==> config.mk <==
export PLATFORM = sky130hd
export DESIGN_NAME = func_issuer
export DESIGN_NICKNAME = d
export VERILOG_FILES = /design/src/rtl/func_issuer.sv
export SDC_FILE = /design/constraint.sdc
export NUM_CORES = 1
export LEC_CHECK = 0
export CAP_MARGIN = 30
export CORE_UTILIZATION = 28
export CTS_CLUSTER_SIZE = 20
export DETAILED_ROUTE_END_ITERATION = 10
export GPL_TIMING_DRIVEN = 0
export HOLD_SLACK_MARGIN = 0.12
export PLACE_DENSITY = 0.51
export SLEW_MARGIN = 20
export SYNTH_ARGS = -nofsm -noshare
export SYNTH_HDL_FRONTEND = slang
export SYNTH_SLANG_ARGS = --single-unit
==> constraint.sdc <==
create_clock -name clk_i -period 4.56 [get_ports clk_i]
set_input_delay 0.912 -clock clk_i [delete_from_list [all_inputs] [get_ports clk_i]]
set_output_delay 0.912 -clock clk_i [all_outputs]
set_load 0.02 [all_outputs]
==> src/rtl/func_issuer.sv <==
// func_issuer: queues 8-bit operand pairs, issues them one at a time to the
// `func` stage (start/busy handshake) and returns each 5-bit result in order.
// Ports:
//   clk_i, rst_i            clock, async active-low reset
//   in_valid_i/in_ready_o   operand handshake, a_bi/b_bi operands
//   f_start_o, f_a_bo/f_b_bo  start pulse and held operands to `func`
//   f_busy_i, f_y_bi        `func` busy flag and result
//   y_valid_o/y_ready_i     result handshake, y_bo result
//   pending_o               FIFO occupancy 0..DEPTH
//   err_o                   sticky watchdog error
module func_issuer #(
    parameter int DEPTH   = 4,
    parameter int TIMEOUT = 255
) (
    input  logic                     clk_i,
    input  logic                     rst_i,
    input  logic                     in_valid_i,
    output logic                     in_ready_o,
    input  logic [7:0]               a_bi,
    input  logic [7:0]               b_bi,
    output logic                     f_start_o,
    output logic [7:0]               f_a_bo,
    output logic [7:0]               f_b_bo,
    input  logic [1:0]               f_busy_i,
    input  logic [4:0]               f_y_bi,
    output logic                     y_valid_o,
    input  logic                     y_ready_i,
    output logic [4:0]               y_bo,
    output logic [$clog2(DEPTH):0]   pending_o,
    output logic                     err_o
);

    localparam int AW = $clog2(DEPTH);
    localparam int CW = AW + 1;

    typedef enum logic [2:0] {
        IDLE,
        ISSUE,
        GUARD,
        WAIT_DONE,
        HOLD
    } state_t;

    state_t          state;
    logic [7:0]      mem_a [DEPTH];
    logic [7:0]      mem_b [DEPTH];
    logic [AW-1:0]   wr_ptr;
    logic [AW-1:0]   rd_ptr;
    logic [7:0]      wd;
    logic            push;
    logic            pop;
    logic            y_fire;

    // Ready depends only on registered occupancy, so a same-cycle pop
    // never opens a slot for a push while full.
    assign in_ready_o = (pending_o != CW'(DEPTH));
    assign push       = in_valid_i && in_ready_o;
    assign pop        = (state == IDLE) && (pending_o != '0) && !y_valid_o;
    assign y_fire     = y_valid_o && y_ready_i;

    always_ff @(posedge clk_i) begin
        if (push) begin
            mem_a[wr_ptr] <= a_bi;
            mem_b[wr_ptr] <= b_bi;
        end
    end

    always_ff @(posedge clk_i or negedge rst_i) begin
        if (!rst_i) begin
            wr_ptr    <= '0;
            rd_ptr    <= '0;
            pending_o <= '0;
        end else begin
            if (push) wr_ptr <= wr_ptr + AW'(1);
            if (pop)  rd_ptr <= rd_ptr + AW'(1);
            if (push && !pop)
                pending_o <= pending_o + CW'(1);
            else if (pop && !push)
                pending_o <= pending_o - CW'(1);
        end
    end

    always_ff @(posedge clk_i or negedge rst_i) begin
        if (!rst_i) begin
            state     <= IDLE;
            f_start_o <= 1'b0;
            f_a_bo    <= '0;
            f_b_bo    <= '0;
            y_valid_o <= 1'b0;
            y_bo      <= '0;
            err_o     <= 1'b0;
            wd        <= '0;
        end else begin
            if (y_fire) y_valid_o <= 1'b0;
            unique case (state)
                IDLE: begin
                    if (pop) begin
                        f_a_bo    <= mem_a[rd_ptr];
                        f_b_bo    <= mem_b[rd_ptr];
                        f_start_o <= 1'b1;
                        state     <= ISSUE;
                    end
                end
                ISSUE: begin
                    f_start_o <= 1'b0;
                    wd        <= '0;
                    state     <= GUARD;
                end
                // func registers start, so busy is not yet meaningful here
                GUARD: state <= WAIT_DONE;
                WAIT_DONE: begin
                    if (f_busy_i == 2'b00) begin
                        y_bo      <= f_y_bi;
                        y_valid_o <= 1'b1;
                        state     <= IDLE;
                    end else if (wd == 8'(TIMEOUT - 1)) begin
                        err_o     <= 1'b1;
                        y_bo      <= '0;
                        y_valid_o <= 1'b1;
                        state     <= HOLD;
                    end else begin
                        wd <= wd + 8'd1;
                    end
                end
                HOLD: begin
                    if (y_fire) state <= IDLE;
                end
                default: state <= IDLE;
            endcase
        end
    end

endmodule

==> summary.md, run 1 <==
| Metric | Value |
|---|---|
| Outcome | completed |
| Ranking of synthesized cells by area | edfxtp_1, dfrtp_1, mux4_2 |
| Period utilization | 56.0% |
| Cell taking the most area after synthesis | edfxtp_1 |
| Worst Max-Slew Pin Slew | a little under 1 ns |
| VDD IR max | ~250 uV |
| Total Power | 3.40 mW |
| Syn Inst Count | roughly 250 |
| Synth Register Bits | around 110 |
| Hold buffers post-CTS | 0 |
| Clock Latency Late Sink | 0.34 ns |
| Router iterations before antenna repair | 4 |
| Top FF cell, synth | edfxtp_1 |
| Largest net degree at the start of global routing | 23 |
| Post-synth net total | 281 |
| Rows | between 40 and 50 |
| Post-detailed-route count of antenna-violating nets | 0 |
| CTS Root Cell | clkbuf_16 |
| Clock sink count | 106 |
| Starting Density | around 29% |
| Height of the die | approximately 130 um |
| Initial antenna violation count | 0 |
| First-pass GRT wire length | ~13,000 um |
| Postcts setup bufs | 0 |
| Unique cell type count in the Yosys netlist | between 40 and 50 |
| Maxcap violations | 0 |
| DP HPWL | between 5000 and 6000 um |
| Setup tns final | 0 ns |
| Post-cts sizing count | 0 |
| Fin. Hold Viols | 0 |
| Count leader, synth | edfxtp_1 |
| TritonCTS Buffers | 9 |
| Num ports | 55 |
| Final-stage net count | about 350 |
| GRT Overall Usage | roughly 11% |
| Register area share after synthesis | between 60% and 70% |
| CP Data Required Time | around 3.7 ns |
| Worst-path clk slew | around 0.070 ns |
| Crit. End Element | output port |
| RSZ-0062 raised after global routing | no |
| Commonest cells in the netlist | edfxtp_1, dfrtp_1, mux4_2, nand2_1, mux2_2 |
| Highest clock rate | 0.391 GHz |
| Setup Viol. Count Final | 0 |
| PwrDens | roughly 630 mW/mm^2 |
| Grt total ovfl | 0 |
| Post-Syn Area per Cell | approximately 18 um^2 |
| Minimum clock period | about 2.6 ns |
| CORE AREA | between 0.015 and 0.02 mm^2 |
| Drt via density | 4.58 |
| Number of synthesized flops with an enable pin | between 60 and 70 |
| Fin Clk Skew | 0.00695 ns |
| Htree depth | 3 |
| Layout cells sized above 1 | roughly a fifth |
| Leak | roughly 2.0 nW |
| DRC viols | 0 |
| Area added between synthesis and finish | 25.5% |
| Drt wl/cell | 16.9 um |
| Width of the die | roughly 130 um |
| Critical path arrival | ~1.6 ns |
| First DRT Iteration DRCs | around 100 |
| Post-synth top area share | between 40 and 50% |
| Vias in the first global route | approximately 2,400 |
| Cell Area, Synth | roughly 0.0043 mm^2 |
| Routed WL | between 8000 and 9000 um |
| Ys Warns | 0 |
| Via count | approximately 2,300 |
| Clk buf depth | 2 |
| Synth async-reset ratio | between 30% and 40% |
| Max_slew headroom | 35.7% |
| Critical path class | flip-flop to output port |
| Worst Hold Class | flip-flop to flip-flop |
| Startpoint Class | flip-flop |
| Fill cells | about 1,400 |
| IO Port Bufs | 54 |
| Max Slew Vio Count | 0 |
| Crit Path Max Fanout | 6 |
| # diodes | 0 |
| Die ar. | between 0.015 and 0.02 mm^2 |
| RePlAce Congestion | ~0.76 |
| CTS tree | yes |
-- layout by cell type, fill, tap and decap left out, types with 3 or more instances in the layout --
| master | Yosys | routed |
|---|---|---|
| nor2_1 | 7 | 7 |
| nand3_1 | 5 | 5 |
| inv_1 | 6 | 6 |
| mux4_2 | 16 | 16 |
| and3_1 | 5 | 5 |
| buf_6 | 3 | 3 |
| mux2_2 | 9 | 9 |
| clkbuf_16 | 0 | 9 |
| mux2_4 | 8 | 8 |
| dfrtp_1 | 42 | 42 |
| xnor2_1 | 3 | 3 |
| buf_2 | 3 | 4 |
| ha_1 | 7 | 7 |
| a22o_1 | 5 | 5 |
| edfxtp_1 | 64 | 64 |
| xor2_1 | 3 | 3 |
| clkdlybuf4s50_1 | 0 | 53 |
| nand2_1 | 11 | 11 |
| nor3_1 | 6 | 6 |
| o21ai_1 | 7 | 7 |
-- power by group --
group | total (mW) | internal, mW | leakage [nW] | switching (mW)
Clock | 0.757 | 0.407 | 0.145 | 0.350
Sequential | 1.48 | 1.31 | 1.10 | 0.163
Combinational | 1.17 | 0.608 | 0.758 | 0.565
-- area by class of cell --
class / instances / area, um^2 / area share, %
sequential: 106 / 2970 / 54.8
multi-input combinational: 125 / 1260 / 23.3
timing repair buffer: 56 / 578 / 10.7
clock buffer: 12 / 256 / 4.73
tap: 188 / 235 / 4.33
buffer: 8 / 60.1 / 1.11
clock inverter: 4 / 33.8 / 0.622
inverter: 7 / 28.8 / 0.530
-- stage by stage --
stage / cells / utilization (%) / setup WS, ns / area [um^2] / hold slack [ns]
2_1_floorplan: 246 / - / 2.42 / 4320 / 0.512
3_3_place_gp: 488 / 33.7 / 1.19 / 5100 / 0.452
3_5_place_dp: 489 / 33.8 / 1.74 / 5120 / 0.474
4_1_cts: 505 / 35.7 / 1.97 / 5410 / 0.488
5_1_grt: 506 / 35.8 / 1.92 / 5430 / 0.510
6_report: 506 / 35.8 / 2.01 / 5430 / 0.485
-- sequential cells by signal, indices dropped and copies added (netlist names) --
name / flops
mem_b: 32
f_a_bo: 8
rd_ptr: 2
wr_ptr: 2
y_bo: 5
pending_o: 3
wd: 8
y_valid_o: 1
err_o: 1
mem_a: 32
state: 3
f_b_bo: 8
f_start_o: 1
-- metal layers --
metal / track usage (%) / vias to the layer above / part of all wire (%)
met5: 0 / - / 0
met4: 3.61 / 0 / 1.2
met3: 3.70 / 9 / 4.1
met2: 19.1 / 55 / 50
met1: 14.0 / 1175 / 44
li1: - / 1081 / -
-- worst max-delay path, stage by stage (launching register included) --
cell and delay (ns):
dfrtp_1 0.46, nor2_1 0.06, nand2_1 0.15, clkdlybuf4s50_1 0.63
-- worst paths after layout --
check	start	to	slack [ns]	cells after the start
worst min register to register	err_o	err_o	0.48	1
max in group asynchronous	rst_i	f_b_bo[7]	3.44	2
min in group asynchronous	rst_i	f_b_bo[2]	0.58	1
worst max register to register	state[1]	pending_o[1]	2.23	9
worst max-delay path	pending_o[0]	in_ready_o	2.01	3
worst min-delay path	err_o	err_o	0.48	1
-- kinds of logic after synthesis --
logic type	Yosys count	synth area share (%)
DFF	106	68.7
and+or+nand+nor	50	6.60
muxes	36	14.2
AOI/OAI and AO/OA	25	4.72
buffers and inverters	15	2.05
adders and majority gates	8	2.49
xor gates and xnor gates	6	1.22
No activity file was read; power rests on OpenSTA's default activity.
==> run 2, diff against run 1 <==
- clock period: 4.56 -> 2.65 ns (I/O delays scaled with it)
==> results of run 2 <==
The final DEF is identical to that of run 1. Status: completed.
Main changes from that run: setup slack after placement 1.74 ns -> 0.209 ns; setup slack after layout 2.01 ns -> 0.324 ns; hold slack 0.485 ns -> 0.202 ns; start point of the critical path pending_o[0] -> state[1]; end point of the critical path in_ready_o -> pending_o[1]; register-to-register setup slack 2.23 ns -> 0.32 ns; total power 3.40 mW -> 5.86 mW; worst IR drop on VDD 248 uV -> 427 uV
